**config.mk**
```make
export PLATFORM = sky130hd
export DESIGN_NAME = dvp_cam_power_seq
export DESIGN_NICKNAME = d
export VERILOG_FILES = /design/src/rtl/dvp_cam_power_seq.sv
export SDC_FILE = /design/constraint.sdc
export NUM_CORES = 1
export LEC_CHECK = 0
export ABC_AREA = 1
export CORE_MARGIN = 2
export CORE_UTILIZATION = 58
export CTS_CLUSTER_DIAMETER = 60
export CTS_CLUSTER_SIZE = 40
export DETAILED_ROUTE_END_ITERATION = 16
export PLACE_DENSITY = 0.9
export SYNTH_ARGS = -nofsm -noshare
export SYNTH_HDL_FRONTEND = slang
export SYNTH_SLANG_ARGS = --single-unit
```
**constraint.sdc**
```tcl
create_clock -name clk -period 1.8 [get_ports clk]
set_clock_uncertainty 0.15 [all_clocks]
set_input_delay 0.54 -clock clk [delete_from_list [all_inputs] [get_ports clk]]
set_output_delay 0.54 -clock clk [all_outputs]
set_load 0.02 [all_outputs]
```
**src/rtl/dvp_cam_power_seq.sv**
```systemverilog
// Power-up and reset sequencer for a DVP camera sensor.
// Order: rails up, XCLK on with reset held, reset released, settle, ready.
module dvp_cam_power_seq #(
   parameter int unsigned T_PWUP_CYC   = 125000,
   parameter int unsigned T_RST_CYC    = 1250,
   parameter int unsigned T_SETTLE_CYC = 2500000
) (
   input  logic       clk,
   input  logic       rst_n,
   input  logic       cam_start_i,
   input  logic       restart_i,
   output logic       dvp_pwdn_o,
   output logic       dvp_rst_n_o,
   output logic       xclk_en_o,
   output logic       cam_ready_o,
   output logic       seq_done_o,
   output logic [2:0] state_o
);

   // state  | meaning
   // OFF    | sensor powered down, waiting for cam_start_i
   // PWUP   | rails settling, XCLK off, reset held
   // CLKON  | XCLK running, reset held
   // SETTLE | reset released, sensor internal settle
   // READY  | sensor usable; restart_i re-enters CLKON

   localparam int unsigned T_MAX_A = (T_PWUP_CYC > T_RST_CYC) ? T_PWUP_CYC : T_RST_CYC;
   localparam int unsigned T_MAX   = (T_MAX_A > T_SETTLE_CYC) ? T_MAX_A : T_SETTLE_CYC;
   localparam int          CNT_W   = (T_MAX > 1) ? $clog2(T_MAX) : 1;

   localparam logic [CNT_W-1:0] PWUP_LAST   = CNT_W'(T_PWUP_CYC - 1);
   localparam logic [CNT_W-1:0] RST_LAST    = CNT_W'(T_RST_CYC - 1);
   localparam logic [CNT_W-1:0] SETTLE_LAST = CNT_W'(T_SETTLE_CYC - 1);

   typedef enum logic [2:0] {
      S_OFF    = 3'd0,
      S_PWUP   = 3'd1,
      S_CLKON  = 3'd2,
      S_SETTLE = 3'd3,
      S_READY  = 3'd4
   } state_t;

   state_t           state, state_nxt;
   logic [CNT_W-1:0] cnt, cnt_nxt;
   logic             done_nxt;

   always_ff @(posedge clk or negedge rst_n) begin
      if (!rst_n) begin
         state      <= S_OFF;
         cnt        <= '0;
         seq_done_o <= 1'b0;
      end else begin
         state      <= state_nxt;
         cnt        <= cnt_nxt;
         seq_done_o <= done_nxt;
      end
   end

   always_comb begin
      state_nxt = state;
      cnt_nxt   = '0;
      done_nxt  = 1'b0;
      // Dropping the enable wins over restart and over timer expiry.
      if (!cam_start_i) begin
         state_nxt = S_OFF;
      end else begin
         case (state)
            S_OFF:    state_nxt = S_PWUP;
            S_PWUP:
               if (cnt == PWUP_LAST) state_nxt = S_CLKON;
               else                  cnt_nxt   = cnt + CNT_W'(1);
            S_CLKON:
               if (cnt == RST_LAST)  state_nxt = S_SETTLE;
               else                  cnt_nxt   = cnt + CNT_W'(1);
            S_SETTLE:
               if (cnt == SETTLE_LAST) state_nxt = S_READY;
               else                    cnt_nxt   = cnt + CNT_W'(1);
            S_READY:
               if (restart_i) state_nxt = S_CLKON;
            default:  state_nxt = S_OFF;
         endcase
      end
      done_nxt = (state_nxt == S_READY) && (state != S_READY);
   end

   always_comb begin
      dvp_pwdn_o  = 1'b1;
      dvp_rst_n_o = 1'b0;
      xclk_en_o   = 1'b0;
      cam_ready_o = 1'b0;
      case (state)
         S_PWUP:   dvp_pwdn_o = 1'b0;
         S_CLKON: begin
            dvp_pwdn_o = 1'b0;
            xclk_en_o  = 1'b1;
         end
         S_SETTLE: begin
            dvp_pwdn_o  = 1'b0;
            dvp_rst_n_o = 1'b1;
            xclk_en_o   = 1'b1;
         end
         S_READY: begin
            dvp_pwdn_o  = 1'b0;
            dvp_rst_n_o = 1'b1;
            xclk_en_o   = 1'b1;
            cam_ready_o = 1'b1;
         end
         default: ;
      endcase
   end

   assign state_o = state;

endmodule

```
Word-level counts from Yosys, hierarchy flattened:

Cells that the tools add are included.

* equality and inequality tests: 9
* multiplexer cells: 15
* $add $sub $neg: 1
* reduce and logical (&&, ||, !) cells: 5

Operators with widths (count)
* 22-bit 2-to-1 mux: 4
* 22-bit one-hot mux with 3 select lines: 1
* 22-bit by 1-bit adder with 22-bit output (second input constant): 1
* 22-bit by 11-bit == test with 1-bit output (second input constant): 1
* 22-bit by 17-bit == test with 1-bit output (second input constant): 1
* 22-bit == test (second input constant): 1
* 3-bit 2-to-1 mux: 5
* 3-bit one-hot mux with 5 select lines: 1
* 3-bit by 2-bit == test with 1-bit output (second input constant): 2
* 3-bit == test (second input constant): 2
* 1-bit 2-to-1 mux: 4
* 4-bit OR reduction: 1
* 3-bit by 1-bit == test with 1-bit output (second input constant): 1
* 3-bit zero test: 1
* 3-bit inequality test (second input constant): 1
* 3-bit OR reduction: 1
* 2-bit OR reduction: 1
* 1-bit logical AND: 1

* output and inout bits: 8
* register bits: 26
* word-level logic and storage cells: 33
* input port bits: 4

Depth between registers and ports, before layout:

Gate-level depths: netlist of run 1.

* depth in word-level cells: 6
* mapped depth: 10
* depth with buffers taken out: 9

Worst setup path before layout of run 1:

OpenSTA, ideal clock, no wires.

* path type: register -> output
* from: register state[1], in the netlist state_o[1]
* to: output dvp_rst_n_o
* arrival: 1.452 ns
* stages on the path, launching flop included: 6
* required time: 1.110 ns
* buffers on the path: 0
* slack: -0.342 ns
* cells stage by stage: dfrtp_1 > inv_1 > nand2_1 > nor2_1 > inv_1 > o21ai_0

* cells in the longest elaborated chain, start to end: 3
* elaborated cells on any way between the ends: 4
* those cells by class: eq/ne: 2; mux: 1; reduce/logical: 1

RTL lines
* from (decl): line 43 `state_t state, state_nxt;`
* from (signal assigned): line 53 `state <= state_nxt;`
* 3-bit == test / 3-bit by 2-bit == test with 1-bit output (equally long branches): line 91 `case (state)`
* 2-bit OR reduction (no source line) *
* 1-bit 2-to-1 mux *: line 91
* to (decl): line 13 `output logic dvp_rst_n_o,`

Mark *: on every way between the ends. The rest lies on a longest branch, timed or not.

Final worst setup path of run 1:

* from: register state[2], in the netlist state_o[2]
* to: output dvp_pwdn_o

* cells in the longest elaborated chain, start to end: 3
* elaborated cells on any way between the ends: 6
* those cells by class: eq/ne: 4; mux: 1; reduce/logical: 1

RTL lines
* 3-bit == test (tied with other cells): line 91
* 4-bit OR reduction (no source line) *
* 1-bit 2-to-1 mux *: line 91
* to (decl): line 12 `output logic dvp_pwdn_o,`

Marks and branches as above.

==> impl_metrics.yaml, run 1 <==
run_status:
  outcome: "complete, but fails checks"
  violations: "negative setup slack"
setup_path:
  worstPathCellList: "inv_2, nand2_1, nor2_2, nor3_4, buf_6"
  crit_path_end_kind: "output pin"
  crit_family: "flip-flops"
  critical_path.startpoint_type: "flip-flop"
  criticalPathCategory: "flip-flop to output pin"
  critPathRequiredTime_ns: 1.11
  path_max_fanout: 3
  cp.depth: 5
  crit_slowest_cell: "dfrtp_2"
  cpPeakStageDelay_ns: 0.44
  crit_arrival_ns: 1.43
  r2r_cells: 6
  crit_buf_inv: 2
logic_synthesis:
  netlist.top_cell.by_area: "dfrtp_1"
  synth_area_leaders: "dfrtp_1 (37%), nand2_1 (10%), nor2_2 (9.7%), nor2_1 (8.8%), xor2_1 (6.0%)"
  syn-num-nets: 245
  synth-seq-cells: 26
  ys.flop_type: "dfrtp_1"
  synth_edf_count: 0
  synth_most_common_cell: "nand2_1"
  yosysWarningCount: 0
  synth_top_cell_area_share: 0.372
  synth-async-reset-ratio: 1.00
  syn-cell-area_um2: 1750
  synth_commonest_cells: "nand2_1 (47), nor2_1 (41), nor2_2 (27), dfrtp_1 (26), inv_1 (23)"
  syn_inst: 239
  synth.distinct_cells: 21
  postSynthAreaPerCell_um2: 7.32
  ys_seq_area_frac: 0.372
timing:
  rsz0062_at_grt: "yes"
  finalCritPeriodShare: 1.18
  holdWs_ns: 0.402
  slew_viol_final: 0
  min_period_ns: 2.12
  worst_pin_slew_ns: 0.423
  setup_violations: 26
  max_slew_margin: 0.717
  fin_setup_tns_ns: -2.72
  fmax_mhz: 472
  hold_viol: 0
  layout_setup_ws_ns: -0.318
drt:
  drt-vias-per-instance: 6.21
  drt_pass1_iterations: 6
  drc_errors: 0
  drt-initial-drc-count: 162
  vias: 1982
  postRouteAntennaNets: 0
  wire_per_inst_um: 19.8
  wl_um: 6330
clock_tree:
  htreeDepth: 1
  clock_sinks: 26
  worst_skew_pair.late_latency_ns: 0.34
  cts_tree: "yes"
  cts_buffers: 3
  holdBufCountCts: 0
  clk_pin_slew_ns: 0.15
  max-clock-path-buffers: 2
  cts-root-buf: "clkbuf_4"
power_and_ir_drop:
  power_mw: 1.14
  p_per_area_nw_per_um2: 471
  total_leakage_power_nw: 1.06
  ir_drop_mv: 0.519
die:
  io_pins: 12
  start_util: 0.624
  die_height_um: 58.9
  core-area_um2: 2810
  die_area_um2: 3470
  rows: 19
  die_x_um: 58.9
place:
  gp_congestion: 0.900
  dp_slack_ns: -0.408
  post-place-cells: 293
  place_hpwl_um: 2960
  io_buffer_count: 11
  dpl_cell_area_um2: 2020
global_route:
  grt_usage: 0.272
  gr-total-overflow: 0
  grt_max_degree: 27
  antenna_found_initial: 0
  grt_pass1_vias: 1545
  grt_pass1_wl_um: 7100
layout:
  n_antenna_cell: 0
  syn2layout_area_growth_pct: 37.8
  multi_input_area_um2: 1110
  seq_area_um2: 663
  fill_cells: 131
  drive_gt1_frac: 0.444
  stdcell_count: 319
  fin_area_um2: 2410
  nNetsFinal: 295
  final_core_util: 0.860
flow_run:
  drv_cap: 0
min_path:
  hp-class: "primary input to asynchronous set/reset pin"
==> cell type report <==
type | instances | area share
Clock buffer | 3 | 0.00934
Sequential cell | 26 | 0.275
Multi-Input combinational cell | 182 | 0.462
Timing Repair Buffer | 48 | 0.182
Tap cell | 31 | 0.0161
Inverter | 28 | 0.0436
Clock inverter | 1 | 0.0125
==> metal layers <==
layer | share of wire | wire [µm] | GRT usage
met4 | 0.077 | 484 | 0.0812
met1 | 0.35 | 2220 | 0.359
met3 | 0.096 | 607 | 0.0527
met2 | 0.48 | 3020 | 0.452
met5 | 0 | 0 | 0
==> state kept, by name, indices dropped and copies added (netlist names) <==
name        cells
cnt            22
seq_done_o      1
state_o         3
==> repair_timing <==
item	in CTS	in global routing
gates cloned	0	3
resized for setup	43	37
pin swaps	4	12
setup buffers	6	14
endpoints found under the setup margin	29	25
==> placed cells by master, fill, tap and decap left out, drive strengths merged <==
master / Yosys / layout
inv: 28 / 28
o21ai: 4 / 4
dlygate4sd2: 0 / 1
clkbuf: 0 / 5
clkdlybuf4s50: 0 / 3
a21oi: 1 / 1
nor3: 7 / 7
nand4: 5 / 5
xor2: 12 / 12
buf: 3 / 42
nand3: 21 / 21
ha: 2 / 2
nand3b: 3 / 3
bufinv: 0 / 1
xnor2: 5 / 5
nand2: 52 / 52
nor2: 70 / 70
dfrtp: 26 / 26
==> cells by family (layout without fill, tap and decap cells) <==
| group | after synthesis | in the layout | share of synthesized area |
|---|---|---|---|
| compound gates | 5 | 5 | 0.0143 |
| fa+ha+maj | 2 | 2 | 0.0143 |
| xor+xnor | 17 | 17 | 0.0851 |
| simple gates | 158 | 158 | 0.438 |
| buf+inv | 31 | 80 | 0.0758 |
| flops | 26 | 26 | 0.372 |
==> power breakdown <==
| part | switching (mW) | internal (mW) | total [mW] |
|---|---|---|---|
| sequential | 0.00370 | 0.587 | 0.591 |
| clock | 0.186 | 0.226 | 0.412 |
| combinational | 0.0693 | 0.0637 | 0.133 |
| total | 0.259 | 0.876 | 1.14 |
==> final timing paths <==
kind | end | slack, ns | startpoint
max | dvp_pwdn_o | -0.32 | state_o[2]$_DFF_PN0_
min | cnt[10]$_DFF_PN0_ | 0.40 | rst_n
max reg2reg | cnt[17]$_DFF_PN0_ | -0.12 | cnt[7]$_DFF_PN0_
min reg2reg | cnt[15]$_DFF_PN0_ | 0.51 | cnt[15]$_DFF_PN0_
max in group asynchronous | cnt[20]$_DFF_PN0_ | 0.82 | rst_n
min in group clk | cnt[15]$_DFF_PN0_ | 0.51 | cnt[15]$_DFF_PN0_
Power figures use the tool's default switching activity.
==> run 2, diff against run 1 <==
--- a/config.mk
+++ b/config.mk
@@ -7,11 +7,11 @@
 export LEC_CHECK = 0
 export ABC_AREA = 1
 export CORE_MARGIN = 2
-export CORE_UTILIZATION = 58
+export CORE_UTILIZATION = 30
 export CTS_CLUSTER_DIAMETER = 60
 export CTS_CLUSTER_SIZE = 40
 export DETAILED_ROUTE_END_ITERATION = 16
-export PLACE_DENSITY = 0.9
+export PLACE_DENSITY = 0.57
 export SYNTH_ARGS = -nofsm -noshare
 export SYNTH_HDL_FRONTEND = slang
 export SYNTH_SLANG_ARGS = --single-unit
==> run 2 against run 1 <==
  * The run still ends with negative setup slack left
  * Maximum frequency rose by 10%
  * Utilization is 44 points lower
  * Worst setup slack better by 0.20 ns
  * Largest power group unchanged
==> impl_metrics.yaml, run 2 (same netlist as run 1, synthesis figures left out) <==
layout:
  final_common_cell: "nand2_1"
  fill_cells: 584
  top_register: "cnt"
  drive_gt1_frac: 0.363
  final_core_util: 0.422
  largest_register_ff_count: 22
  multi_input_area_um2: 1030
  n_antenna_cell: 0
  seq_area_um2: 653
  final_cell_mix: "nand2_1 (44), nor2_1 (38), buf_4 (28)"
  nNetsFinal: 291
  syn2layout_area_growth_pct: 34.6
drt:
  wl_um: 4460
  drt-vias-per-instance: 4.56
  drt_pass1_iterations: 4
  postRouteAntennaNets: 0
  vias: 1625
  drc_errors: 0
  drt-initial-drc-count: 85
  wire_per_inst_um: 12.5
timing:
  worst_pin_slew_ns: 0.293
  min_period_ns: 1.92
  slew_viol_final: 0
  finalCritPeriodShare: 1.07
  rsz0062_at_grt: "yes"
  setup_violations: 24
  layout_setup_ws_ns: -0.119
  holdWs_ns: 0.416
  fin_setup_tns_ns: -1.51
  hold_viol: 0
  fmax_mhz: 521
  max_slew_margin: 0.805
clock_tree:
  htreeDepth: 1
  cts-root-buf: "clkbuf_8"
  worst_skew_pair.late_latency_ns: 0.28
  max-clock-path-buffers: 2
  clk_pin_slew_ns: 0.10
  cts_buffers: 3
  clock_sinks: 26
  cts_tree: "yes"
setup_path:
  criticalPathCategory: "flip-flop to output pin"
  path_max_fanout: 3
  r2r_cells: 12
  r2r_end: "cnt[18]$_DFF_PN0_"
  crit_path_end_kind: "output pin"
  r2r_setup_slack_ns: -0.07
  r2r_start: "state_o[0]$_DFF_PN0_"
  critPathRequiredTime_ns: 1.11
  critical_path.startpoint_type: "flip-flop"
  crit_arrival_ns: 1.23
global_route:
  grt_usage: 0.143
  grt_max_degree: 27
  busiest_layer: "met2"
  grt_pass1_vias: 1540
  use_met1: 0.191
  grt_pass1_wl_um: 7200
  use_met3: 0.0281
  gr-total-overflow: 0
  use_met2: 0.240
  antenna_found_initial: 0
die:
  die_x_um: 80.4
  die_height_um: 80.4
  rows: 27
  die_area_um2: 6460
  start_util: 0.314
  io_pins: 12
  core-area_um2: 5570
place:
  dp_slack_ns: -0.347
  io_buffer_count: 11
  gp_congestion: 0.861
  place_hpwl_um: 3110
run_status:
  violations: "negative setup slack"
  outcome: "complete, but fails checks"
flow_run:
  drv_cap: 0
power_and_ir_drop:
  ir_drop_mv: 0.325
  total_leakage_power_nw: 1.06
  p_per_area_nw_per_um2: 472
min_path:
  whs_path_depth: 2
  hp-class: "flip-flop to flip-flop"
  whs_endpoint: "cnt[0]$_DFF_PN0_"
  hp-start: "cnt[0]$_DFF_PN0_"
## run 2: cell count changes in the layout (fill, tap and decap cells not counted), sizes merged
cell	before	now
clkbuf	5	6
bufinv	1	0
buf	42	38
## run 2: per-layer routing
layer  wire [µm]  up-vias
met5           0        -
met4          42        0
met3         123        6
met2        2140       25
met1        2150      762
li1            -      832
## run 2: stage by stage
step	total power [mW]	instances	instance area (µm²)
floorplan	0.638	239	1770
global placement	0.694	342	2140
detailed placement	0.694	342	2140
CTS	1.10	352	2250
global route	1.16	356	2350
finish	1.11	356	2350
## run 2: cell type report
class                      instances  share of cell area
clock buffer                       4              0.0234
timing repair buffer              44               0.179
multi-input combinational        182               0.437
sequential                        26               0.277
inverter                          28              0.0457
tap                               72              0.0383
## run 2: worst max-delay path: stages (launching register included)
cell     delay, ns
dfrtp_1       0.42
inv_2         0.09
nand2_4       0.06
nor2_4        0.12
inv_2         0.07
o21ai_2       0.06
buf_6         0.13
## run 2: where the power goes
part           internal (mW)  leakage, nW  switching, mW
logic                 0.0662        0.668         0.0632
registers              0.586        0.358        0.00296
clock network          0.196       0.0288          0.196
## run 2: worst max-delay path by stage
stage / start / end / slack [ns]
2_1_floorplan: state_o[1]$_DFF_PN0_ / dvp_rst_n_o / -0.02
6_report: state_o[0]$_DFF_PN0_ / dvp_rst_n_o / -0.12
3_3_place_gp: state_o[0]$_DFF_PN0_ / dvp_rst_n_o / -0.31
3_5_place_dp: state_o[0]$_DFF_PN0_ / dvp_rst_n_o / -0.35
4_1_cts: state_o[0]$_DFF_PN0_ / dvp_rst_n_o / -0.11
5_1_grt: state_o[0]$_DFF_PN0_ / dvp_rst_n_o / -0.19
## run 2: repair_timing
action / in CTS / in global routing
setup buffers: 6 / 2
pin swaps: 5 / 4
endpoints found under the hold margin: 0 / 0
cloned: 0 / 3
gates resized for setup: 43 / 12
setup endpoints to repair: 11 / 26
hold buffers: 0 / 0
==> run 3, diff against run 2 <==
--- a/config.mk
+++ b/config.mk
@@ -6,6 +6,7 @@
 export NUM_CORES = 1
 export LEC_CHECK = 0
 export ABC_AREA = 1
+export CORE_ASPECT_RATIO = 2
 export CORE_MARGIN = 2
 export CORE_UTILIZATION = 30
 export CTS_CLUSTER_DIAMETER = 60
==> run 3 against run 2 <==
  * Clock power increased by 41%
  * Design area increased by 6.5%
  * Critical path type unchanged
  * Highest routed layer unchanged
  * Critical endpoint is now dvp_pwdn_o
  * Combinational power shrank 5%
  * First-iteration DRC count decreased by 38%
  * The flow still finishes with violations (negative setup slack)
  * Die area rose by 0.57%
==> impl_metrics.yaml, run 3 (same netlist as run 1, synthesis figures left out) <==
run_status:
  outcome: "complete, but fails checks"
  violations: "negative setup slack"
timing:
  fin_setup_tns_ns: -0.397
  layout_setup_ws_ns: -0.109
  finalCritPeriodShare: 1.06
  slew_viol_final: 0
  worst_pin_slew_ns: 0.287
  min_period_ns: 1.91
  holdWs_ns: 0.472
  setup_violations: 10
  fmax_mhz: 524
  max_slew_margin: 0.808
  rsz0062_at_grt: "yes"
  hold_viol: 0
layout:
  syn2layout_area_growth_pct: 43.4
  n_antenna_cell: 0
  final_common_cell: "nand2_1"
  drive_gt1_frac: 0.410
  largest_register_ff_count: 22
  top_register: "cnt"
  nNetsFinal: 295
  fill_cells: 586
  final_cell_mix: "nand2_1 (44), buf_4 (34), nor2_1 (33)"
global_route:
  grt_pass1_wl_um: 8360
  grt_usage: 0.171
  grt_max_degree: 27
  antenna_found_initial: 0
  gr-total-overflow: 0
  grt_pass1_vias: 1778
drt:
  drt-vias-per-instance: 4.99
  postRouteAntennaNets: 0
  wl_um: 5310
  drt-initial-drc-count: 53
  drc_errors: 0
  drt_pass1_iterations: 5
  wire_per_inst_um: 15.2
  vias: 1742
flow_run:
  drv_cap: 0
setup_path:
  r2r_setup_slack_ns: -0.01
  critical_path.startpoint_type: "flip-flop"
  r2r_end: "cnt[6]$_DFF_PN0_"
  crit_path_end_kind: "output pin"
  path_max_fanout: 3
  r2r_start: "cnt[1]$_DFF_PN0_"
  r2r_cells: 9
  criticalPathCategory: "flip-flop to output pin"
  critPathRequiredTime_ns: 1.11
  crit_arrival_ns: 1.22
die:
  start_util: 0.309
  rows: 39
  io_pins: 12
  die_x_um: 58.0
  die_height_um: 112
  die_area_um2: 6490
  core-area_um2: 5660
clock_tree:
  htreeDepth: 1
  clk_pin_slew_ns: 0.07
  cts-root-buf: "clkbuf_16"
  worst_skew_pair.late_latency_ns: 0.27
  clock_sinks: 26
  cts_tree: "yes"
  max-clock-path-buffers: 2
  cts_buffers: 3
min_path:
  hp-class: "primary input to asynchronous set/reset pin"
power_and_ir_drop:
  total_leakage_power_nw: 1.10
  ir_drop_mv: 0.531
  p_per_area_nw_per_um2: 504
  power_mw: 1.27
place:
  io_buffer_count: 11
  gp_congestion: 0.904
  place_hpwl_um: 3830
## run 3: changes by cell type in the layout (fill, tap and decap cells not counted), sizes merged
cell	change
dlygate4sd2	+1
clkbuf	+1
buf	+2
## run 3: worst max-delay path by stage
| stage | slack (ns) | cells after the start | start | end |
|---|---|---|---|---|
| after global routing | -0.16 | 6 | state_o[0]$_DFF_PN0_ | xclk_en_o |
| final | -0.11 | 6 | state_o[1]$_DFF_PN0_ | dvp_pwdn_o |
| after CTS | -0.11 | 5 | state_o[2]$_DFF_PN0_ | dvp_pwdn_o |
| after global placement | -0.34 | 6 | state_o[0]$_DFF_PN0_ | dvp_rst_n_o |
| after detailed placement | -0.37 | 6 | state_o[0]$_DFF_PN0_ | dvp_rst_n_o |
| after floorplan | -0.02 | 5 | state_o[1]$_DFF_PN0_ | dvp_rst_n_o |
## run 3: critical path, cell delays in order, from the launching register on
cell and delay, ns:
dfrtp_2 0.43, inv_4 0.07, nand2_4 0.05, nor2_4 0.10
buf_4 0.12, nor3_2 0.03, buf_4 0.15
## run 3: where the power goes
| part | switching, mW | total, mW | internal, mW |
|---|---|---|---|
| Sequential | 0.00305 | 0.590 | 0.587 |
| Combinational | 0.0656 | 0.122 | 0.0561 |
| Clock | 0.212 | 0.553 | 0.341 |
| Total | 0.281 | 1.27 | 0.984 |
## run 3: per-layer routing
| metal | track usage | share of wire |
|---|---|---|
| met4 | 0.104 | 0.058 |
| met2 | 0.340 | 0.61 |
| met1 | 0.151 | 0.30 |
| met5 | 0 | 0 |
| met3 | 0.0174 | 0.026 |
## run 3: cell type report
cell class,count,area (µm²),area share
clock buffer,4,88.8,0.0354
multi-input combinational,182,1130,0.449
tap,61,76.3,0.0304
sequential,26,656,0.261
inverter,28,108,0.0429
timing repair buffer,48,453,0.181
## run 3: repair_timing
| action | 4_1_cts | 5_1_grt |
|---|---|---|
| cloned | 1 | 2 |
| gates resized for setup | 39 | 28 |
| setup endpoints to repair | 29 | 27 |
| pin swaps | 3 | 12 |
| buffers inserted | 5 | 6 |
| hold buffers | 0 | 0 |
## run 3: through the flow
stage	setup slack (ns)	utilization	cells	instance area (µm²)
after global routing	-0.159	0.443	349	2510
after detailed placement	-0.375	0.376	331	2130
final	-0.109	0.443	349	2510
after floorplan	-0.0167	-	239	1770
after CTS	-0.112	0.408	341	2310
after global placement	-0.344	0.376	331	2130
